$ cat src/rtl/bresenham_line_engine.sv
// Integer Bresenham line rasterizer: latches one line request, then streams one
// pixel per accepted cycle over valid/ready. Optional pixel counter: BRESENHAM_PIXCNT_EN.
module bresenham_line_engine #(
    parameter int COORD_W = 8
) (
    input  logic               clk,
    input  logic               n_rst,
    input  logic               draw_en,
    input  logic [COORD_W-1:0] x0,
    input  logic [COORD_W-1:0] y0,
    input  logic [COORD_W-1:0] x1,
    input  logic [COORD_W-1:0] y1,
    input  logic               pix_ready,
    output logic               pix_valid,
    output logic [COORD_W-1:0] pix_x,
    output logic [COORD_W-1:0] pix_y,
`ifdef BRESENHAM_PIXCNT_EN
    output logic [COORD_W:0]   pix_cnt,
`endif
    output logic               draw_done,
    output logic               busy
);

    typedef enum logic [1:0] {
        IDLE      = 2'd0,
        PLOT      = 2'd1,
        DONE      = 2'd2,
        DONE_WAIT = 2'd3
    } state_t;

    localparam logic [COORD_W-1:0] ONE = {{(COORD_W-1){1'b0}}, 1'b1};

    state_t                    state_q, state_d;
    logic [COORD_W-1:0]        x_cur_q, x_cur_d, y_cur_q, y_cur_d;
    logic [COORD_W-1:0]        xe_q, xe_d, ye_q, ye_d, dx_q, dx_d;
    logic signed [COORD_W:0]   dy_q, dy_d;
    logic signed [COORD_W+1:0] err_q, err_d;
    logic                      x_inc_q, x_inc_d, y_inc_q, y_inc_d;
`ifdef BRESENHAM_PIXCNT_EN
    logic [COORD_W:0]          cnt_q, cnt_d;
`endif

    logic [COORD_W-1:0]        adx_s, ady_s;
    logic signed [COORD_W:0]   dy_new_s;
    logic signed [COORD_W+2:0] e2_s, dy3_s, dx3_s;
    logic signed [COORD_W+1:0] dy2_s, dx2_s, err_x_s, err_y_s;
    logic                      step_x_s, step_y_s, at_end_s;

    // Request-time deltas and per-step error comparisons, all sign-extended explicitly
    always_comb begin
        adx_s    = (x1 >= x0) ? (x1 - x0) : (x0 - x1);
        ady_s    = (y1 >= y0) ? (y1 - y0) : (y0 - y1);
        dy_new_s = -$signed({1'b0, ady_s});
        e2_s     = $signed({err_q, 1'b0});
        dy3_s    = $signed({{2{dy_q[COORD_W]}}, dy_q});
        dx3_s    = $signed({3'b000, dx_q});
        dy2_s    = $signed({dy_q[COORD_W], dy_q});
        dx2_s    = $signed({2'b00, dx_q});
        step_x_s = (e2_s >= dy3_s);
        step_y_s = (e2_s <= dx3_s);
        at_end_s = (x_cur_q == xe_q) && (y_cur_q == ye_q);
    end

    // Next-state and datapath update
    always_comb begin
        state_d = state_q;
        x_cur_d = x_cur_q;
        y_cur_d = y_cur_q;
        xe_d    = xe_q;
        ye_d    = ye_q;
        dx_d    = dx_q;
        dy_d    = dy_q;
        err_d   = err_q;
        x_inc_d = x_inc_q;
        y_inc_d = y_inc_q;
        err_x_s = {(COORD_W+2){1'b0}};
        err_y_s = {(COORD_W+2){1'b0}};
`ifdef BRESENHAM_PIXCNT_EN
        cnt_d   = cnt_q;
`endif
        case (state_q)
            IDLE: begin
                if (draw_en) begin
                    x_cur_d = x0;
                    y_cur_d = y0;
                    xe_d    = x1;
                    ye_d    = y1;
                    dx_d    = adx_s;
                    dy_d    = dy_new_s;
                    x_inc_d = (x0 < x1);
                    y_inc_d = (y0 < y1);
                    err_d   = $signed({2'b00, adx_s}) + $signed({dy_new_s[COORD_W], dy_new_s});
`ifdef BRESENHAM_PIXCNT_EN
                    cnt_d   = {(COORD_W+1){1'b0}};
`endif
                    state_d = PLOT;
                end else begin
                    state_d = IDLE;
                end
            end
            PLOT: begin
                // Abort wins over a simultaneous handshake; that pixel is not counted
                if (!draw_en) begin
                    state_d = IDLE;
                end else if (pix_ready) begin
`ifdef BRESENHAM_PIXCNT_EN
                    cnt_d = cnt_q + {{COORD_W{1'b0}}, 1'b1};
`endif
                    if (at_end_s) begin
                        state_d = DONE;
                    end else begin
                        if (step_x_s) begin
                            err_x_s = dy2_s;
                            x_cur_d = x_inc_q ? (x_cur_q + ONE) : (x_cur_q - ONE);
                        end else begin
                            x_cur_d = x_cur_q;
                        end
                        if (step_y_s) begin
                            err_y_s = dx2_s;
                            y_cur_d = y_inc_q ? (y_cur_q + ONE) : (y_cur_q - ONE);
                        end else begin
                            y_cur_d = y_cur_q;
                        end
                        err_d = err_q + err_x_s + err_y_s;
                    end
                end else begin
                    state_d = PLOT;
                end
            end
            DONE: begin
                state_d = draw_en ? DONE_WAIT : IDLE;
            end
            DONE_WAIT: begin
                state_d = draw_en ? DONE_WAIT : IDLE;
            end
            default: begin
                state_d = IDLE;
            end
        endcase
    end

    // State and datapath registers
    always_ff @(posedge clk or negedge n_rst) begin
        if (!n_rst) begin
            state_q <= IDLE;
            x_cur_q <= {COORD_W{1'b0}};
            y_cur_q <= {COORD_W{1'b0}};
            xe_q    <= {COORD_W{1'b0}};
            ye_q    <= {COORD_W{1'b0}};
            dx_q    <= {COORD_W{1'b0}};
            dy_q    <= {(COORD_W+1){1'b0}};
            err_q   <= {(COORD_W+2){1'b0}};
            x_inc_q <= 1'b0;
            y_inc_q <= 1'b0;
`ifdef BRESENHAM_PIXCNT_EN
            cnt_q   <= {(COORD_W+1){1'b0}};
`endif
        end else begin
            state_q <= state_d;
            x_cur_q <= x_cur_d;
            y_cur_q <= y_cur_d;
            xe_q    <= xe_d;
            ye_q    <= ye_d;
            dx_q    <= dx_d;
            dy_q    <= dy_d;
            err_q   <= err_d;
            x_inc_q <= x_inc_d;
            y_inc_q <= y_inc_d;
`ifdef BRESENHAM_PIXCNT_EN
            cnt_q   <= cnt_d;
`endif
        end
    end

    assign pix_valid = (state_q == PLOT);
    assign pix_x     = pix_valid ? x_cur_q : {COORD_W{1'b0}};
    assign pix_y     = pix_valid ? y_cur_q : {COORD_W{1'b0}};
    assign draw_done = (state_q == DONE);
    assign busy      = (state_q != IDLE);
`ifdef BRESENHAM_PIXCNT_EN
    assign pix_cnt   = cnt_q;
`endif

endmodule

$ cat config.mk
export PLATFORM = sky130hd
export DESIGN_NAME = bresenham_line_engine
export DESIGN_NICKNAME = d
export VERILOG_FILES = /design/src/rtl/bresenham_line_engine.sv
export SDC_FILE = /design/constraint.sdc
export NUM_CORES = 1
export LEC_CHECK = 0
export BUFFER_PORTS_ARGS = -buffer_cell sky130_fd_sc_hd__buf_4
export CORE_ASPECT_RATIO = 1.4
export CORE_MARGIN = 10
export CORE_UTILIZATION = 30
export CTS_BUF_LIST = sky130_fd_sc_hd__clkbuf_16
export CTS_CLUSTER_DIAMETER = 60
export DETAILED_ROUTE_END_ITERATION = 8
export PLACE_DENSITY = 0.44
export SLEW_MARGIN = 20
export SYNTH_ARGS = -nofsm -noshare
export SYNTH_HDL_FRONTEND = slang
export SYNTH_SLANG_ARGS = --single-unit
$ cat constraint.sdc
create_clock -name clk -period 9.2 [get_ports clk]
set_input_delay 0.92 -clock clk [delete_from_list [all_inputs] [get_ports clk]]
set_output_delay 0.92 -clock clk [all_outputs]
set_load 0.03 [all_outputs]
# [After elaboration in Yosys (flattened, before gate mapping)]
# Index checks and enable logic that the tools add are counted.
[word_totals] out_inout_bits=19 register_bits=63 wordCells=88
[op_classes] muxes=39 n_eq_ne=12 n_addsub=12 magnitude_cmp=6 reduce_logical=9
[op_table] op="8-bit 2-to-1 mux" n=17
[op_table] op="10-bit 2-to-1 mux" n=13
[op_table] op="8-bit case mux with 2 select lines" n=2
[op_table] op="8-bit subtractor" n=4
[op_table] op="10-bit adder" n=2
[op_table] op="10-bit case mux with 2 select lines" n=1
[op_table] op="8-bit by 1-bit adder with 8-bit output, second input constant" n=2
[op_table] op="8-bit equality test" n=2
[op_table] op="8-bit >= comparator" n=2
[op_table] op="8-bit < comparator" n=2
[op_table] op="8-bit by 1-bit subtractor with 8-bit output, second input constant" n=2
[op_table] op="6-bit AND reduction" n=2
[op_table] op="11-bit by 9-bit >= comparator with 1-bit output" n=1
[op_table] op="11-bit by 9-bit <= comparator with 1-bit output" n=1
[op_table] op="9-bit by 9-bit adder with 10-bit output" n=1
[op_table] op="8-bit negator with 9-bit output" n=1
[op_table] op="2-bit 2-to-1 mux" n=4
[op_table] op="2-bit inequality test, second input constant" n=4
[op_table] op="2-bit case mux with 3 select lines" n=1
[op_table] op="5-bit AND reduction" n=1
[op_table] op="2-bit equality test, second input constant" n=2
[op_table] op="2-bit by 1-bit inequality test with 1-bit output, second input constant" n=2
[op_table] op="4-bit by 3-bit inequality test with 1-bit output, second input constant" n=1
[op_table] op="2-bit nonzero test" n=2
[op_table] op="other kinds (6)" n=6

# [Longest topological paths before layout]
[logic_depth] ltp_word=12 mapped_depth=21 ltp_nobuf=21

# [Worst setup path before layout]
# No wires, ideal clock.
[synth_path] path_kind="input-to-reg" startpoint="in y1[0]" endpoint="reg err_q[8]" setup_slack_ns=4.706 arrival_time_ns=4.368 setup_ns=0.126 cell_stages=17 path_cell_list="inv_1 -> ha_1 -> inv_1 -> fa_1 -> nand3_1 -> a31oi_2 -> nor3_4 -> mux2i_1 -> ha_1 -> fa_1 -> a21o_1 -> a21oi_1 -> o21bai_1 -> a21oi_1 -> o21ai_0 -> xor2_1 -> a221o_1"
[synth_via] elab_chain_len=6 elab_cells_between_ends=8 classes_between="4 x add/sub; 1 x order compare; 3 x mux"
[synth_rtl] element="start, declared" line_no="12" text="input logic [COORD_W-1:0] y1,"
[synth_rtl] element="8-bit subtractor or 8-bit >= comparator (tied branches)" line_no="52" text="ady_s = (y1 >= y0) ? (y1 - y0) : (y0 - y1);"
[synth_rtl] element="8-bit 2-to-1 mux *" line_no="52"
[synth_rtl] element="8-bit negator with 9-bit output *" line_no="53" text="dy_new_s = -$signed({1'b0, ady_s});"
[synth_rtl] element="via dy_new_s[1]" line_no="44" text="logic signed [COORD_W:0] dy_new_s;"
[synth_rtl] element="9-bit by 9-bit adder with 10-bit output *" line_no="92" text="err_d = $signed({2'b00, adx_s}) + $signed({dy_new_s[COORD_W], dy_new_s});"
[synth_rtl] element="10-bit 2-to-1 mux *" line_no="83" text="if (draw_en) begin"
[synth_rtl] element="10-bit case mux with 2 select lines *" line_no="81" text="case (state_q)"
[synth_rtl] element="end signal, assigned" line_no="152" text="err_q <= {(COORD_W+2){1'b0}};"
[synth_rtl] element="end signal, assigned" line_no="166" text="err_q <= err_d;"
[synth_rtl] element="end, declared" line_no="37" text="logic signed [COORD_W+1:0] err_q, err_d;"
# The timed path passes the listed nets; every way through them passes the cells marked *. The select of a mux whose other input is x is not followed.
# A chain may end at the register's enable or synchronous reset.

# [Worst setup path in the final report]
# Same ends and word-level chain as after synthesis.

==> results.py <==
metrics = {
    "sta": {
        "tightest_slew_ns": 0.866,
        "slew_headroom_pct": 42.3,
        "layout_min_cycle_time_ns": 4.74,
        "hold_viol": 0,
        "setup_viol": 0,
        "fin_skew_ns": 0.00900,
        "hold_ws_ns": 0.506,
        "rsz0062_at_grt": "false",
        "fmax_mhz": 211,
        "final.setup.worst_slack_ns": 4.46,
        "slew_violations": 0,
        "setup_tns_ns": 0,
        "period_share_pct": 51.6,
    },
    "die": {
        "coreArea_um2": 20600,
        "ioPinCount": 55,
        "dieWidth_um": 142,
        "die_y_um": 191,
        "num_rows": 62,
        "start_util_pct": 30.5,
        "die_area_um2": 27100,
    },
    "global_route": {
        "grt_antenna_before_repair": 0,
        "grt_usage_pct": 14.8,
        "grt_overflow": 0,
        "grt_pass1_vias": 5759,
        "grt_max_degree": 64,
        "busiest_layer": "met2",
        "grt_pass1_wl_um": 31700,
        "met2_usage_pct": 27.9,
        "met3_usage_pct": 1.51,
        "globalRouteMet1Util_pct": 16.5,
    },
    "place": {
        "place.gp.congestion": 0.902,
        "dp.cells": 1032,
        "portBuffers": 54,
        "hpwl_um": 15700,
        "place_area_um2": 6920,
        "dp_slack_ns": 4.13,
    },
    "power": {
        "power.switching_mw": 0.997,
        "internal_power_mw": 1.13,
        "p_comb_share_pct": 62.7,
        "clockPowerShare_pct": 15.0,
        "p_total_mw": 2.12,
        "swShare_pct": 46.9,
        "powerDensity_nw_per_um2": 295,
        "p_leak_nw": 3.48,
        "ir_drop_v": 0.000117,
        "p_seq_share_pct": 22.2,
    },
    "yosys": {
        "synth_top_area_share_pct": 25.2,
        "synth_ff_type": "dfrtp_1",
        "synth-seq-area-share_pct": 25.2,
        "synth_edf_count": 0,
        "synth_top_area_cell": "dfrtp_1",
        "synthArstFlopShare_pct": 100,
        "synth_cell_types": 64,
        "ys_top_cells_by_area": "dfrtp_1, ha_1, o21ai_0, a21oi_1, fa_1",
        "avgSynthCellArea_um2": 8.43,
        "ys_ff_latch": 63,
        "syn_inst": 743,
        "ys_warn_count": 0,
        "syn_nets": 874,
        "synth_area_um2": 6270,
    },
    "setup_path": {
        "rr_endpoint": "err_q[9]",
        "worstPathMaxFanout": 7,
        "cp-end-kind": "flip-flop",
        "critPathSlowestCell": "fa_1",
        "endpoint": "err_q[8]",
        "worstPathRequired_ns": 9.43,
        "r2r_slack_ns": 4.48,
        "startpoint": "y1[0]",
        "path_class": "input port to flip-flop",
        "r2r_cells": 19,
        "worstSetupStartpointType": "input port",
        "crit-reg2reg-launch": "err_q[1]",
        "worstPathArrival_ns": 4.97,
        "max_stage_delay_ns": 0.45,
        "worstPathCellList": "buf_4 -> inv_1 -> ha_1 -> inv_1 -> fa_1 -> nand3_1 -> a31oi_2 -> nor3_4 -> mux2i_1 -> ha_1 -> fa_1 -> a21o_1 -> a21oi_1 -> o21bai_1 -> a21oi_1 -> o21ai_0 -> xor2_1 -> a221o_1",
    },
    "flow_run": {
        "cap_viol_max_count": 0,
    },
    "clock_network": {
        "cts_buffer_depth": 2,
        "cts-resized-gates": 0,
        "clock_latency_ns": 0.35,
        "path_clk_slew_ns": 0.06,
        "cts_sinks": 63,
        "cts_setup_buffers": 0,
        "clockRootBuffer": "clkbuf_16",
        "postCtsHoldBufs": 0,
        "cts_max_level": 3,
        "cts_tree": "done",
        "cts_buffers": 9,
    },
    "routing": {
        "ant_nets": 0,
        "drc_errors": 0,
        "avgRoutedWirePerCell_um": 18.5,
        "firstDrtPassIters": 4,
        "viasPerCell": 5.08,
        "first_iter_violations": 239,
        "vias": 5323,
        "drt-total-wl_um": 19400,
    },
    "outcome": {
        "status": "completed",
    },
    "layout": {
        "final_nets": 918,
        "fill_cells": 2148,
        "final_area_um2": 7190,
        "drive_above_1_share_pct": 12.4,
        "multi_input_area_um2": 4290,
        "seq_area_um2": 1580,
        "finalNonFillerCells": 1048,
        "syn2layout_area_growth_pct": 14.8,
        "post-route-util_pct": 35.0,
        "diodes": 0,
    },
    "min_path": {
        "hold_class": "flip-flop to flip-flop",
    },
}
registers in the layout, indices dropped and copies added (netlist names):
name / count
err_q: 10
dy_q: 9
dx_q: 8
x_cur_q: 8
xe_q: 8
y_cur_q: 8
ye_q: 8
state_q: 2
x_inc_q: 1
y_inc_q: 1
logic make-up (layout without fill, tap and decap cells):
family	Yosys count	in the layout	share of synthesized area, %
AOI/OAI and AO/OA	217	217	21.9
muxes	18	18	3.04
xor gates and xnor gates	53	53	7.53
and+or+nand+nor	193	193	15.2
adders and majority gates	95	95	20.9
DFF	63	63	25.2
buffers and inverters	104	153	6.37
worst max-delay path, delay by kind of cell:
kind                       cells  cell delay, ns
muxes                          1            0.35
AOI/OAI and AO/OA              7            1.42
adders and majority gates      4            1.35
xor gates and xnor gates       1            0.16
and+or+nand+nor                2            0.55
buffers and inverters          3            0.22
power groups by stage:
stage          registers [mW]  logic (mW)  clock network, mW
6_report                0.472        1.33              0.320
5_1_grt                 0.487        1.51              0.340
4_1_cts                 0.475        1.35              0.329
3_5_place_dp            0.479        1.34                  0
3_3_place_gp            0.478        1.32                  0
2_1_floorplan           0.433        1.01                  0
per-layer routing:
layer,wire length (um),share of wire (%)
met1,8050,41
met2,10600,55
met3,330,1.7
met4,385,2.0
met5,0,0
worst min-delay path by stage:
stage / start / endpoint / slack [ns] / depth (start not counted)
floorplan: dx_q[6] / dx_q[6] / 0.45 / 2
global placement: xe_q[6] / xe_q[6] / 0.49 / 2
detailed placement: ye_q[6] / ye_q[6] / 0.49 / 2
CTS: ye_q[7] / ye_q[7] / 0.51 / 2
global route: dy_q[6] / dy_q[6] / 0.54 / 1
finish: ye_q[7] / ye_q[7] / 0.51 / 2
Yosys cell counts (11+ instances only):
master,instances
inv_1,80
ha_1,79
nand2_1,69
o21ai_0,67
a21oi_1,64
dfrtp_1,63
nor2_1,39
xnor2_1,29
xor2_1,23
clkbuf_1,18
a21o_1,17
fa_1,16
and2_1,15
nor2b_1,13
nor3_1,11
cells in the final DEF (no fill, tap or decap), drive strengths merged, types with 10 or more instances in the layout:
cell type and instances:
buf 57, and2 15, xor2 23, xnor2 30, nor3 12, a21oi 67
mux2i 10, o21ai 69, dfrtp 63, nor2b 13, inv 80, ha 79
fa 16, nor2 39, a21o 17, nand2 69
cell type report:
class / count / share of cell area [%]
Clock buffer: 9 / 3.13
Clock inverter: 7 / 0.696
Inverter: 80 / 4.17
Multi-Input combinational cell: 576 / 59.7
Sequential cell: 63 / 21.9
Tap cell: 256 / 4.45
Timing Repair Buffer: 57 / 5.95
Power figures use the tool's default switching activity.
